`config.mk`:
```
export PLATFORM = sky130hd
export DESIGN_NAME = nibble_add_sched
export DESIGN_NICKNAME = d
export VERILOG_FILES = /design/src/rtl/nibble_add_sched.sv
export SDC_FILE = /design/constraint.sdc
export NUM_CORES = 1
export LEC_CHECK = 0
export CAP_MARGIN = 5
export CORE_MARGIN = 2
export CORE_UTILIZATION = 51
export CTS_CLUSTER_SIZE = 10
export DETAILED_ROUTE_END_ITERATION = 10
export GPL_TIMING_DRIVEN = 0
export PLACE_DENSITY_LB_ADDON = 0.12
export SKIP_CTS_REPAIR_TIMING = 1
export SYNTH_ARGS = -nofsm -noshare
export SYNTH_HDL_FRONTEND = slang
export SYNTH_SLANG_ARGS = --single-unit
```
`constraint.sdc`:
```
create_clock -name clk -period 3.16 [get_ports clk]
set_input_delay 0.632 -clock clk [delete_from_list [all_inputs] [get_ports clk]]
set_output_delay 0.632 -clock clk [all_outputs]
set_load 0.005 [all_outputs]
```
`src/rtl/nibble_add_sched.sv`:
```
// nibble_add_sched: performs WIDTH-bit additions nibble-serially on one shared external
// 4-bit adder slice, round-robin arbitrating between two requesters.
module nibble_add_sched #(
    parameter int unsigned WIDTH = 16
) (
    input  logic             clk,
    input  logic             rst_n,
    input  logic             req0,
    input  logic [WIDTH-1:0] a0,
    input  logic [WIDTH-1:0] b0,
    input  logic             cin0,
    input  logic             req1,
    input  logic [WIDTH-1:0] a1,
    input  logic [WIDTH-1:0] b1,
    input  logic             cin1,
    output logic             ack0,
    output logic             ack1,
    output logic             busy,
    output logic             done,
    output logic             done_id,
    output logic [WIDTH-1:0] sum,
    output logic             cout,
    output logic [3:0]       add_a,
    output logic [3:0]       add_b,
    output logic             add_cin,
    input  logic [3:0]       add_sum,
    input  logic             add_cout
);

    localparam int unsigned NIB = WIDTH / 4;
    localparam int unsigned KW  = (NIB > 1) ? $clog2(NIB) : 1;

    typedef enum logic [1:0] {StIdle, StRun, StDone} state_e;

    state_e           state_q, state_d;
    logic [KW-1:0]    k_q, k_d;
    logic             carry_q, carry_d;
    logic [WIDTH-1:0] a_q, a_d;
    logic [WIDTH-1:0] b_q, b_d;
    logic             cin_q, cin_d;
    logic [WIDTH-1:0] acc_q, acc_d;
    logic             id_q, id_d;
    logic             last_gnt_q, last_gnt_d;
    logic             ack0_q, ack0_d;
    logic             ack1_q, ack1_d;
    logic             done_q, done_d;
    logic             done_id_q, done_id_d;
    logic [WIDTH-1:0] sum_q, sum_d;
    logic             cout_q, cout_d;

    logic             winner;
    logic [KW+1:0]    sh;
    logic             last_nib;
    logic [WIDTH-1:0] acc_merge;

    // Round-robin pick: on a tie the requester that was not granted last time wins.
    always_comb begin
        winner = 1'b0;
        if (req0 && req1) begin
            winner = ~last_gnt_q;
        end else if (req1) begin
            winner = 1'b1;
        end
    end

    // Bit offset of the current nibble and the accumulator with that nibble replaced.
    always_comb begin
        sh        = {k_q, 2'b00};
        last_nib  = (k_q == KW'(NIB - 1));
        acc_merge = (acc_q & ~(WIDTH'(4'hF) << sh)) | (WIDTH'(add_sum) << sh);
    end

    // Drive the shared slice only while running; carry-in of nibble 0 is the requester's cin.
    always_comb begin
        add_a   = 4'h0;
        add_b   = 4'h0;
        add_cin = 1'b0;
        if (state_q == StRun) begin
            add_a   = 4'(a_q >> sh);
            add_b   = 4'(b_q >> sh);
            add_cin = (k_q == '0) ? cin_q : carry_q;
        end
    end

    // Next-state logic for the controller and its registered outputs.
    always_comb begin
        state_d    = state_q;
        k_d        = k_q;
        carry_d    = carry_q;
        a_d        = a_q;
        b_d        = b_q;
        cin_d      = cin_q;
        acc_d      = acc_q;
        id_d       = id_q;
        last_gnt_d = last_gnt_q;
        ack0_d     = 1'b0;
        ack1_d     = 1'b0;
        done_d     = 1'b0;
        done_id_d  = done_id_q;
        sum_d      = sum_q;
        cout_d     = cout_q;
        unique case (state_q)
            StIdle: begin
                if (req0 || req1) begin
                    a_d        = winner ? a1 : a0;
                    b_d        = winner ? b1 : b0;
                    cin_d      = winner ? cin1 : cin0;
                    id_d       = winner;
                    last_gnt_d = winner;
                    k_d        = '0;
                    ack0_d     = ~winner;
                    ack1_d     = winner;
                    state_d    = StRun;
                end
            end
            StRun: begin
                acc_d   = acc_merge;
                carry_d = add_cout;
                if (last_nib) begin
                    // Publish the result on the same edge the last nibble lands.
                    state_d   = StDone;
                    done_d    = 1'b1;
                    done_id_d = id_q;
                    sum_d     = acc_merge;
                    cout_d    = add_cout;
                end else begin
                    k_d = k_q + 1'b1;
                end
            end
            StDone: begin
                state_d = StIdle;
            end
            default: begin
                state_d = StIdle;
            end
        endcase
    end

    // State and output registers; reset aborts any operation in flight.
    always_ff @(posedge clk or negedge rst_n) begin
        if (!rst_n) begin
            state_q    <= StIdle;
            k_q        <= '0;
            carry_q    <= 1'b0;
            a_q        <= '0;
            b_q        <= '0;
            cin_q      <= 1'b0;
            acc_q      <= '0;
            id_q       <= 1'b0;
            last_gnt_q <= 1'b1;
            ack0_q     <= 1'b0;
            ack1_q     <= 1'b0;
            done_q     <= 1'b0;
            done_id_q  <= 1'b0;
            sum_q      <= '0;
            cout_q     <= 1'b0;
        end else begin
            state_q    <= state_d;
            k_q        <= k_d;
            carry_q    <= carry_d;
            a_q        <= a_d;
            b_q        <= b_d;
            cin_q      <= cin_d;
            acc_q      <= acc_d;
            id_q       <= id_d;
            last_gnt_q <= last_gnt_d;
            ack0_q     <= ack0_d;
            ack1_q     <= ack1_d;
            done_q     <= done_d;
            done_id_q  <= done_id_d;
            sum_q      <= sum_d;
            cout_q     <= cout_d;
        end
    end

    assign ack0    = ack0_q;
    assign ack1    = ack1_q;
    assign busy    = (state_q != StIdle);
    assign done    = done_q;
    assign done_id = done_id_q;
    assign sum     = sum_q;
    assign cout    = cout_q;

endmodule
```
==> results.json <==
{
  "io_buffers": 101,
  "yosysWarnings": 0,
  "clkSinkCount": 73,
  "outcome": "finished, final reports clean",
  "ys_types": 34,
  "combPwrFrac": 0.462,
  "hold_viol": 0,
  "netlist_area_sq_mm": 0.003507,
  "insertion_delay_ps": 350,
  "final.min_clock_period_ps": 2966,
  "hold_path.class": "input port to async pin",
  "nFillCells": 525,
  "drtIter0Drc": 155,
  "wl_microns": 8558,
  "ant_nets": 0,
  "crit_path_start_kind": "register",
  "drive_gt1_frac": 0.1230,
  "peakVddDrop_uv": 443.0,
  "postSynthCellCount": 322,
  "drc": 0,
  "clkPwrFrac": 0.191,
  "grt_usage": 0.2400,
  "whs_ps": 408.0,
  "post-place-ws_ps": 525.1,
  "drt-pass1-iter-count": 5,
  "powerDensity_mw_per_mm2": 964.8,
  "place_area_sq_mm": 0.004616,
  "worst_ep_arrival_time_ps": 2330,
  "leakagePower_nw": 2.148,
  "antenna_found_initial": 0,
  "grt_max_degree": 74,
  "worst_pin_slew_ps": 894.8,
  "power_frac_seq": 0.347,
  "final_cell_area_sq_mm": 0.004860,
  "grt.overflow.total": 0,
  "syn_to_final_growth_pct": 38.57,
  "layout_setup_ws_ps": 193.8,
  "cts_made_buffers": 9,
  "routed_wire_length_per_instance_microns": 16.49,
  "p_int_mw": 3.134,
  "min_period_over_period": 0.9387,
  "cts_max_path_buffers": 2,
  "die_w_microns": 86.93,
  "vias_per_cell": 5.561,
  "die-area_sq_mm": 0.007556,
  "regArea_sq_mm": 0.001828,
  "diodes": 0,
  "rows": 30,
  "p_switching_mw": 1.554,
  "die_h_microns": 86.93,
  "fin_skew_ps": 5.784,
  "path_clk_slew_ps": 80,
  "crit_fanout": 10,
  "fmax_ghz": 0.3371,
  "num_vias": 2886,
  "place.gp.congestion": 0.7772,
  "slew_headroom": 0.4034,
  "htreeDepth": 3,
  "finalPower_mw": 4.689,
  "initial_utilization": 0.5220,
  "swShare": 0.3315,
  "cts_tree": "done",
  "finalMaxSlewViolations": 0,
  "synthArstFlopShare": 1.000,
  "drv_cap": 0,
  "avgSynthCellArea_sq_um": 10.89,
  "root_buffer": "clkbuf_8",
  "core-area_sq_mm": 0.006719,
  "multiInputGateArea_sq_mm": 0.001488,
  "rsz0062_at_grt": "false",
  "synth_edf_count": 0,
  "report.final.setup_viol": 0,
  "nets": 513,
  "dp_hpwl_microns": 6115,
  "critPathRequiredTime_ps": 2530,
  "seq_area_frac_synth": 0.5212,
  "synth_fp_nets": 401,
  "grt_pass1_wl_microns": 13930,
  "yosys_register_bits": 73,
  "synth-main-ff-cell": "dfrtp_1",
  "grt_pass1_vias": 2849,
  "critPathCaptureType": "output port",
  "worstSetupPathType": "register to output port",
  "num_io_pins": 106
}
## Yosys cell counts (2+ instances only)
library cell  instances  area (sq um)
buf_2                 8         40.04
a21o_1                2         15.01
buf_4                 5         37.54
a31oi_1              13         81.33
a21oi_1              25         125.1
mux4_2                8         180.2
nor2b_1              16         100.1
dfrtp_1              72          1802
and2_1                9         56.30
nor2_1                4         15.01
clkbuf_1              9         33.78
clkbuf_2              4         20.02
buf_6                 3         33.78
a32o_1               12         120.1
o21ai_0              17         85.08
a221o_1              20         200.2
and3_1               20         125.1
ha_1                  4         50.05
inv_1                 5         18.77
mux2_2                3         33.78
mux2i_1               2         20.02
nand2_1              49         183.9
## metal layers
layer / routed length (microns) / track usage
met1: 3595 / 0.2991
met2: 4301 / 0.4108
met3: 529 / 0.06161
met4: 131 / 0.07244
met5: 0 / 0
## sequential cells by signal (all words and copies together) (netlist names)
signal,count
ack1,1
cin_q,1
done_id,1
ack0,1
a_q,16
sum,16
state_q,2
id_q,1
carry_q,1
acc_q,12
last_gnt_q,1
done,1
b_q,16
cout,1
k_q,2
## layout make-up
| cell class | instances | share of cell area |
|---|---|---|
| buffer | 30 | 0.03476 |
| clock buffer | 11 | 0.02909 |
| clock inverter | 5 | 0.02111 |
| inverter | 6 | 0.004634 |
| multi-input combinational | 213 | 0.3061 |
| sequential | 73 | 0.3762 |
| tap | 80 | 0.02060 |
| timing repair buffer | 101 | 0.2075 |
## final timing paths
path,slack [ps],endpoint,depth (start not counted),startpoint
worst max-delay path,190,add_cin,6,k_q[0]
worst min-delay path,410,sum[0],1,rst_n
worst max register to register,1500,sum[0],6,k_q[0]
worst min register to register,490,sum[5],2,sum[5]
max in group asynchronous,2180,b_q[11],1,rst_n
min in group clk,490,sum[5],2,sum[5]
## power by group through the flow
stage	clock network (mW)	registers, mW	logic (mW)
finish	0.895	1.63	2.17
global placement	0	1.62	2.13
CTS	0.899	1.63	2.19
global route	0.934	1.68	2.39
detailed placement	0	1.65	2.18
floorplan	0	1.58	1.36
## layout by cell type, fill, tap and decap left out, types with 9 or more instances in the layout
cell / count
a32o_1: 12
nor2b_1: 16
nand2_1: 49
a221o_1: 20
clkbuf_1: 10
clkdlybuf4s50_1: 100
clkbuf_8: 10
and3_1: 20
and2_1: 9
a21oi_1: 25
a31oi_1: 13
o21ai_0: 17
dfrtp_1: 72
## logic make-up after synthesis
| group | after synthesis | share of synthesized area |
|---|---|---|
| simple gates | 104 | 0.1545 |
| fa+ha+maj | 4 | 0.01427 |
| buf+inv | 36 | 0.05458 |
| flops | 73 | 0.5212 |
| mux | 13 | 0.06671 |
| compound gates | 92 | 0.1887 |
## through the flow
stage | utilization | setup TNS, ps | instances
final | 0.7233 | 0 | 519
after global routing | 0.7233 | 0 | 519
after CTS | 0.7233 | 0 | 519
after detailed placement | 0.6870 | 0 | 503
after global placement | 0.6873 | -69260 | 503
after floorplan | - | 0 | 322
## worst max-delay path: stages (launching register included)
cell,delay [ps]
dfrtp_1,490
buf_4,290
inv_1,110
ha_1,290
mux2i_1,150
nor2b_1,140
clkdlybuf4s50_1,520
No activity file was read; power rests on OpenSTA's default activity.
